**src/rtl/crm_clken_seq.sv**
```systemverilog
// Clock-enable and reset-sequencing manager on ACLK: per-channel divided enables and phases,
// ordered enable-aligned release of active-low resets, and per-channel soft reset.
module crm_clken_seq #(
  parameter int NUM_CH   = 2,
  parameter int DIV_W    = 4,
  parameter int RST_HOLD = 16,
  parameter int RST_GAP  = 4
) (
  input  logic                    ACLK,
  input  logic                    ARESET,
  input  logic [NUM_CH*DIV_W-1:0] DIV_CFG,
  input  logic [NUM_CH-1:0]       SRST_REQ,
  output logic [NUM_CH-1:0]       CLKEN,
  output logic [NUM_CH-1:0]       CLKPH,
  output logic [NUM_CH-1:0]       RESETN_OUT,
  output logic                    SEQ_DONE
);

  localparam int HW = $clog2(RST_HOLD) + 1;
  localparam int GW = $clog2(RST_GAP) + 1;
  localparam int KW = $clog2(NUM_CH) + 1;

  localparam logic [HW-1:0] HOLD_INIT = HW'(RST_HOLD);
  localparam logic [GW-1:0] GAP_INIT  = GW'(RST_GAP);
  localparam logic [KW-1:0] LAST_K    = KW'(NUM_CH - 1);

  typedef enum logic [1:0] {
    S_HOLD,
    S_WAIT,
    S_GAP,
    S_DONE
  } seq_state_t;

  logic [DIV_W-1:0]  cnt     [NUM_CH];
  logic [DIV_W-1:0]  div_act [NUM_CH];
  logic [NUM_CH-1:0] ph;
  logic [NUM_CH-1:0] clken;

  seq_state_t        state;
  logic [HW-1:0]     hold_cnt;
  logic [GW-1:0]     gap_cnt;
  logic [KW-1:0]     k;
  logic              seq_done;
  logic [NUM_CH-1:0] seq_rel;

  logic [NUM_CH-1:0] resetn;
  logic [NUM_CH-1:0] released;
  logic [NUM_CH-1:0] soft_act;
  logic [HW-1:0]     soft_cnt [NUM_CH];

  // Divider: cnt reloads from the divisor committed at the previous terminal count, so a
  // new DIV_CFG value never truncates or stretches a half-period that is already scheduled.
  always_ff @(posedge ACLK) begin
    // NOTE: every clocked assignment is non-blocking so all registers update from pre-edge values.
    if (ARESET) begin
      for (int i = 0; i < NUM_CH; i++) begin
        cnt[i]     <= DIV_CFG[i*DIV_W +: DIV_W];
        div_act[i] <= DIV_CFG[i*DIV_W +: DIV_W];
      end
      ph <= '0;
    end else begin
      for (int i = 0; i < NUM_CH; i++) begin
        if (cnt[i] == '0) begin
          cnt[i]     <= div_act[i];
          div_act[i] <= DIV_CFG[i*DIV_W +: DIV_W];
          ph[i]      <= ~ph[i];
        end else begin
          cnt[i] <= cnt[i] - DIV_W'(1);
        end
      end
    end
  end

  always_comb begin
    // NOTE: default first so no path through this block can leave a bit unassigned (no latch).
    clken = '0;
    for (int i = 0; i < NUM_CH; i++) begin
      clken[i] = (div_act[i] == '0) || ((cnt[i] == '0) && !ph[i]);
    end
  end

  // Sequencer: hold, then release channels in index order, each on its own enable strobe.
  always_ff @(posedge ACLK) begin
    if (ARESET) begin
      state    <= S_HOLD;
      hold_cnt <= HOLD_INIT;
      gap_cnt  <= '0;
      k        <= '0;
      seq_done <= 1'b0;
    end else begin
      case (state)
        S_HOLD: begin
          if (hold_cnt == '0) begin
            state <= S_WAIT;
            k     <= '0;
          end else begin
            hold_cnt <= hold_cnt - HW'(1);
          end
        end
        S_WAIT: begin
          if (|seq_rel) begin
            if (k == LAST_K) begin
              state    <= S_DONE;
              seq_done <= 1'b1;
            end else begin
              state   <= S_GAP;
              gap_cnt <= GAP_INIT;
            end
          end
        end
        S_GAP: begin
          if (gap_cnt == '0) begin
            state <= S_WAIT;
            k     <= k + KW'(1);
          end else begin
            gap_cnt <= gap_cnt - GW'(1);
          end
        end
        S_DONE:  state <= S_DONE;
        default: state <= S_HOLD;
      endcase
    end
  end

  always_comb begin
    seq_rel = '0;
    for (int i = 0; i < NUM_CH; i++) begin
      seq_rel[i] = (state == S_WAIT) && (k == KW'(i)) && clken[i];
    end
  end

  // Reset outputs: a soft request beats any release landing in the same cycle, and a request
  // coinciding with the sequencer strobe still marks the channel released so the order advances.
  always_ff @(posedge ACLK) begin
    if (ARESET) begin
      resetn   <= '0;
      released <= '0;
      soft_act <= '0;
      for (int i = 0; i < NUM_CH; i++) begin
        soft_cnt[i] <= '0;
      end
    end else begin
      for (int i = 0; i < NUM_CH; i++) begin
        if (SRST_REQ[i] && (released[i] || seq_rel[i])) begin
          resetn[i]   <= 1'b0;
          soft_act[i] <= 1'b1;
          soft_cnt[i] <= HOLD_INIT;
        end else if (seq_rel[i]) begin
          resetn[i] <= 1'b1;
        end else if (soft_act[i]) begin
          if (soft_cnt[i] != '0) begin
            soft_cnt[i] <= soft_cnt[i] - HW'(1);
          end else if (clken[i]) begin
            resetn[i]   <= 1'b1;
            soft_act[i] <= 1'b0;
          end
        end
        if (seq_rel[i]) begin
          released[i] <= 1'b1;
        end
      end
    end
  end

  assign CLKEN      = clken;
  assign CLKPH      = ph;
  assign RESETN_OUT = resetn;
  assign SEQ_DONE   = seq_done;

endmodule

```
**config.mk**
```make
export PLATFORM = sky130hd
export DESIGN_NAME = crm_clken_seq
export DESIGN_NICKNAME = d
export VERILOG_FILES = /design/src/rtl/crm_clken_seq.sv
export SDC_FILE = /design/constraint.sdc
export NUM_CORES = 1
export LEC_CHECK = 0
export BUFFER_PORTS_ARGS = -buffer_cell sky130_fd_sc_hd__buf_2
export CORE_ASPECT_RATIO = 0.8
export CORE_UTILIZATION = 50
export CTS_CLUSTER_SIZE = 12
export DETAILED_ROUTE_END_ITERATION = 8
export GPL_TIMING_DRIVEN = 0
export PLACE_DENSITY = 0.68
export SYNTH_ARGS = -nofsm -noshare
export SYNTH_HDL_FRONTEND = slang
export SYNTH_SLANG_ARGS = --single-unit
```
**constraint.sdc**
```tcl
create_clock -name ACLK -period 2.7 [get_ports ACLK]
set_input_delay 0.135 -clock ACLK [delete_from_list [all_inputs] [get_ports ACLK]]
set_output_delay 0.135 -clock ACLK [all_outputs]
set_load 0.005 [all_outputs]
```
# Word level (Yosys, flattened, before mapping)
# Memory sizes are Yosys's and may differ from the RTL's.
# Cells that the tools add are included.
word_totals:
  reg_bits: 21
  ramBits: 26
  in_bits: 12
  output_inout_bits: 7
  word_cells: 161
  n_memories: 3
op_classes:
  add_sub_neg: 7
  eq_ne: 13
  muxes: 72
  n_bitwise: 13
  reduce_logical: 40
mem_list:
  columns: ["memory", "words", "width", "read_ports", "rd_clocked_by_memory_dff", "wr", "line_no", "source"]
  rows:
  - ["soft_cnt", 2, 5, 2, 0, 2, "49", "logic [HW-1:0] soft_cnt [NUM_CH];"]
  - ["cnt", 2, 4, 2, 0, 2, "34", "logic [DIV_W-1:0] cnt [NUM_CH];"]
  - ["div_act", 2, 4, 2, 0, 2, "35", "logic [DIV_W-1:0] div_act [NUM_CH];"]
op_table:
  columns: ["operator", "count"]
  rows:
  - ["$mux W1", 51]
  - ["$mux W4", 6]
  - ["$mux W5", 4]
  - ["$logic_not A4 Y1", 4]
  - ["$reduce_and A3 Y1", 5]
  - ["$sub A5 B1 Y5 const B", 3]
  - ["$ne A2 B2 Y1 const B", 7]
  - ["$reduce_bool A2 Y1", 6]
  - ["$mux W2", 5]
  - ["$or A1 B1 Y1", 10]
  - ["$reduce_bool A5 Y1", 2]
  - ["$mux W3", 3]
  - ["$logic_and A1 B1 Y1", 8]
  - ["$pmux W2 S4", 1]
  - ["$sub A4 B1 Y4 const B", 2]
  - ["$pmux W3 S2", 1]
  - ["$reduce_or A2 Y1", 3]
  - ["$logic_not A5 Y1", 1]
  - ["$eq A2 B1 Y1 const B", 2]
  - ["$eq A2 B2 Y1 const B", 2]
  - ["$logic_not A2 Y1", 2]
  - ["$logic_or A1 B1 Y1", 4]
  - ["$ne A2 B1 Y1 const B", 2]
  - ["$pmux W2 S2", 1]
  - ["other kinds (7)", 10]

# Depth between registers and ports, before layout
# An unclocked memory read counts as a cell.
logic_depth:
  ltp_word: 12
  depth_mapped: 7

# Worst setup path after synthesis
# Ideal clock, no wire load.
synth_timing:
  kind: "register to register"
  startpoint: "mem cnt[0][0]"
  endpoint: "mem soft_cnt[0][0] (netlist bit) (enable)"
  setup_ns: 0.284
  arrival_time_ns: 1.836
  path_slack_ns: 0.580
  path_stages_with_launch: 7
  path_buffers: 0
  synth_period_minus_slack_ns: 2.120
  cell_sequence: "edfxtp_1 inv_1 ha_1 or4b_4 a21bo_4 a221oi_4 nand2_1"
synth_lines:
  columns: ["element", "line_no"]
  rows:
  - ["from (decl)", "34"]
  - ["to (decl)", "49"]

==> run_results.csv <==
group,metric,value,unit
floorplan,initial_core_util,52.8,%
worst_setup_path,start_kind,"flop",
route,viasPerCell,5.41,
route,via_count,1817,
route,drt.antenna.violating_nets,0,
final_layout,syn_to_final_growth,11.2,%
floorplan,die_h,64.7,um
yosys,synth_seq_cells,47,
grt,grt_pass1_wl,7.72,mm
pwr,swShare,28.5,%
floorplan,rows,22,
worst_setup_path,max_stage_delay,0.47,ns
final_layout,utilization,58.7,%
clocking,clkLatencyLatePin,0.30,ns
worst_setup_path,slowest_stage,"nor4b_1",
sta,finalSetupViolCount,0,
floorplan,dieArea,5200,um2
sta,slew_violations,0,
grt,antenna_found_initial,0,
clocking,htree_levels,2,
worst_setup_path,critPathLaunch,"cnt[1][0]$_DFFE_PP_",
final_layout,antennaDiodeCount,0,
floorplan,ios,19,
pwr,p_sw,0.470,mW
yosys,syn-cell-area,2460,um2
outcome,status,"complete, no violations",
clocking,ctsResizeCount,0,
grt,grt-ovfl-total,0,
route,firstDrtPassIters,4,
floorplan,die_w,80.4,um
sta,tightest_slew,0.735,ns
sta,fmax,424,MHz
clocking,clk_pin_slew,0.08,ns
worst_setup_path,worstPathMaxFanout,6,
placement,gp_congestion,0.849,
pwr,pwr-share-seq,53.6,%
route,detail_route.wl_per_cell,13.6,um
clocking,cts_root_buffer,"clkbuf_8",
pwr,clock_power_share,24.9,%
yosys,synth_cells,243,
placement,dp_hpwl,3.40,mm
sta,min_period,2.36,ns
worst_setup_path,crit_top_cell,"nand3_1",
yosys,avgSynthCellArea,10.1,um2
worst_setup_path,cp.required,2.67,ns
clocking,cts_hold_buf,0,
final_layout,fin_nets,299,
clocking,cts.sinks,47,
grt,track_usage,19.9,%
yosys,yosysWarnings,0,
clocking,cts.path.max_buffers,2,
sta,worst_clock_skew,0.00754,ns
pwr,p_int,1.18,mW
worst_setup_path,worst-setup-path-type,"reg2reg",
final_layout,fill_cells,407,
floorplan,placeableCoreArea,4650,um2
placement,port_buffers,18,
yosys,synth-edff-count,26,
pwr,peakVddDrop,0.503,mV
grt,grt_max_degree,15,
route,drc_errors,0,
worst_setup_path,cp_cell_sequence,"inv_1 -> ha_1 -> nor4b_1 -> o21ai_0 -> nand3_1 -> nand3_1",
yosys,ys.flop_type,"edfxtp_1",
pwr,powerDensity,603,nW/um2
route,drt-initial-drc-count,163,
route,wl,4.56,mm
yosys,ys_async_sr_fraction,0,%
sta,hold_viol,0,
clocking,post_cts_buffers,0,
sta,timing.slew.headroom,50.5,%
sta,finalCritPeriodShare,87.4,%
clocking,cts_buffers,5,
grt,first_global_vias,1692,
min_path,hp-class,"in2reg",
sta,holdWs,0.0186,ns
min_path,hold_start,"DIV_CFG[0]",
pwr,p_leak,1.07,nW
yosys,synth.distinct_cells,49,
pwr,comb_power_share,21.5,%
run,maxCapViolations,0,
final_layout,drive_gt1_share,13.4,%
sta,rsz0062_at_grt,"no",
worst_setup_path,cp.arrival,2.33,ns
worst_setup_path,crit-reg2reg-launch,"cnt[1][0]$_DFFE_PP_",
worst_setup_path,crit_path_end_kind,"flop",
sta,fin_setup_tns,0,ns
yosys,ys_seq_area_share,48.9,%
clocking,cts_tree,"built",
[kinds of logic after synthesis]
group | Yosys count | share of synthesized area (%)
buffers and inverters | 26 | 3.97
XOR/XNOR | 11 | 3.92
other | 1 | 0.153
multiplexers | 2 | 0.916
AND/OR/NAND/NOR | 86 | 19.4
adder cells (fa/ha/maj) | 12 | 6.11
AO/OA/AOI/OAI | 58 | 16.7
flip-flops | 47 | 48.9
[cell usage after synthesis, drive strengths merged (2+ instances only)]
library cell  number  area share [%]
a21oi             15             3.1
o211ai             2            0.61
nor3               9             1.8
ha                12             6.1
a21boi             2            0.61
and3               2            0.51
o31ai              3            0.92
or2                2            0.51
o21a               5             1.5
nand3              5             1.0
nand2b             5             1.3
o21ai             13             2.6
or4b               3             1.4
and2               4             1.0
dfxtp             21              17
inv               20             3.1
a211oi             4             1.2
nor2b              3            0.76
and3b              3             1.1
clkbuf             6            0.92
nand2             14             2.1
xnor2             11             3.9
o31a               2            0.76
nor2              23             3.5
a31oi              3             1.0
mux2               2            0.92
nor3b              4             1.2
nor4b              3             1.3
edfxtp            26              32
[power by group through the flow]
stage,sequential (mW),clock (mW),combinational (mW)
2_1_floorplan,0.886,0,0.284
3_3_place_gp,0.898,0,0.345
3_5_place_dp,0.899,0,0.352
4_1_cts,0.883,0.427,0.356
5_1_grt,0.894,0.454,0.401
6_report,0.883,0.410,0.354
[stage by stage]
step / instance area (um2) / setup WS [ns] / power, mW / instances
after floorplan: 2480 / 0.580 / 1.17 / 250
after global placement: 2650 / 0.368 / 1.24 / 328
after detailed placement: 2650 / 0.350 / 1.25 / 328
after CTS: 2730 / 0.338 / 1.67 / 336
after global routing: 2730 / 0.0407 / 1.75 / 336
final: 2730 / 0.340 / 1.65 / 336
[critical path, delay by kind of cell, from the launching register on]
kind / cells / cell delay [ns]
AND/OR/NAND/NOR: 3 / 0.89
flip-flops: 1 / 0.43
AO/OA/AOI/OAI: 1 / 0.41
adder cells (fa/ha/maj): 1 / 0.22
buffers and inverters: 1 / 0.08
[final cells by class]
type                       count  area (um2)  share of cell area [%]
clock buffer                   5        68.8                    2.52
timing repair buffer          18        90.1                    3.30
clock inverter                 3        15.0                   0.549
multi-input combinational    177        1180                    43.4
buffer                         6        22.5                   0.824
sequential                    47        1200                    44.0
tap                           60        75.1                    2.75
inverter                      20        75.1                    2.75
[flip-flops by register name (all words and copies together) (netlist names)]
register	flops
div_act	8
cnt	8
soft_cnt	10
gap_cnt	3
CLKPH	2
soft_act	2
SEQ_DONE	1
hold_cnt	5
released	2
state	2
k	2
RESETN_OUT	2
[placed cells by master (no fill, tap or decap), types with 6 or more instances in the layout]
cell type	synthesis	layout
nand2_1	14	14
inv_1	20	20
xnor2_1	11	11
ha_1	12	12
nor2_1	23	23
dfxtp_1	21	21
edfxtp_1	26	26
clkbuf_1	6	6
conb_1	1	8
buf_2	0	18
nor3_1	9	9
o21ai_0	13	13
a21oi_1	15	15
[worst paths after layout]
check	slack [ns]	to	cells after the start
setup / recovery	0.34	soft_cnt[1][0]$_SDFFCE_PN0P_	6
setup reg to reg	0.34	soft_cnt[1][0]$_SDFFCE_PN0P_	6
hold reg to reg	0.48	k[1]$_SDFFE_PP0P_	2
hold / removal	0.02	div_act[0][0]$_DFFE_PP_	1
[layer usage]
layer	vias up	GRT usage [%]	share of wire, %
met5	-	0	0
met2	29	30.3	43
met4	0	8.04	1.7
li1	933	-	-
met3	8	4.23	3.5
met1	847	27.4	52
Note: power is estimated with default switching activity, not from simulation.
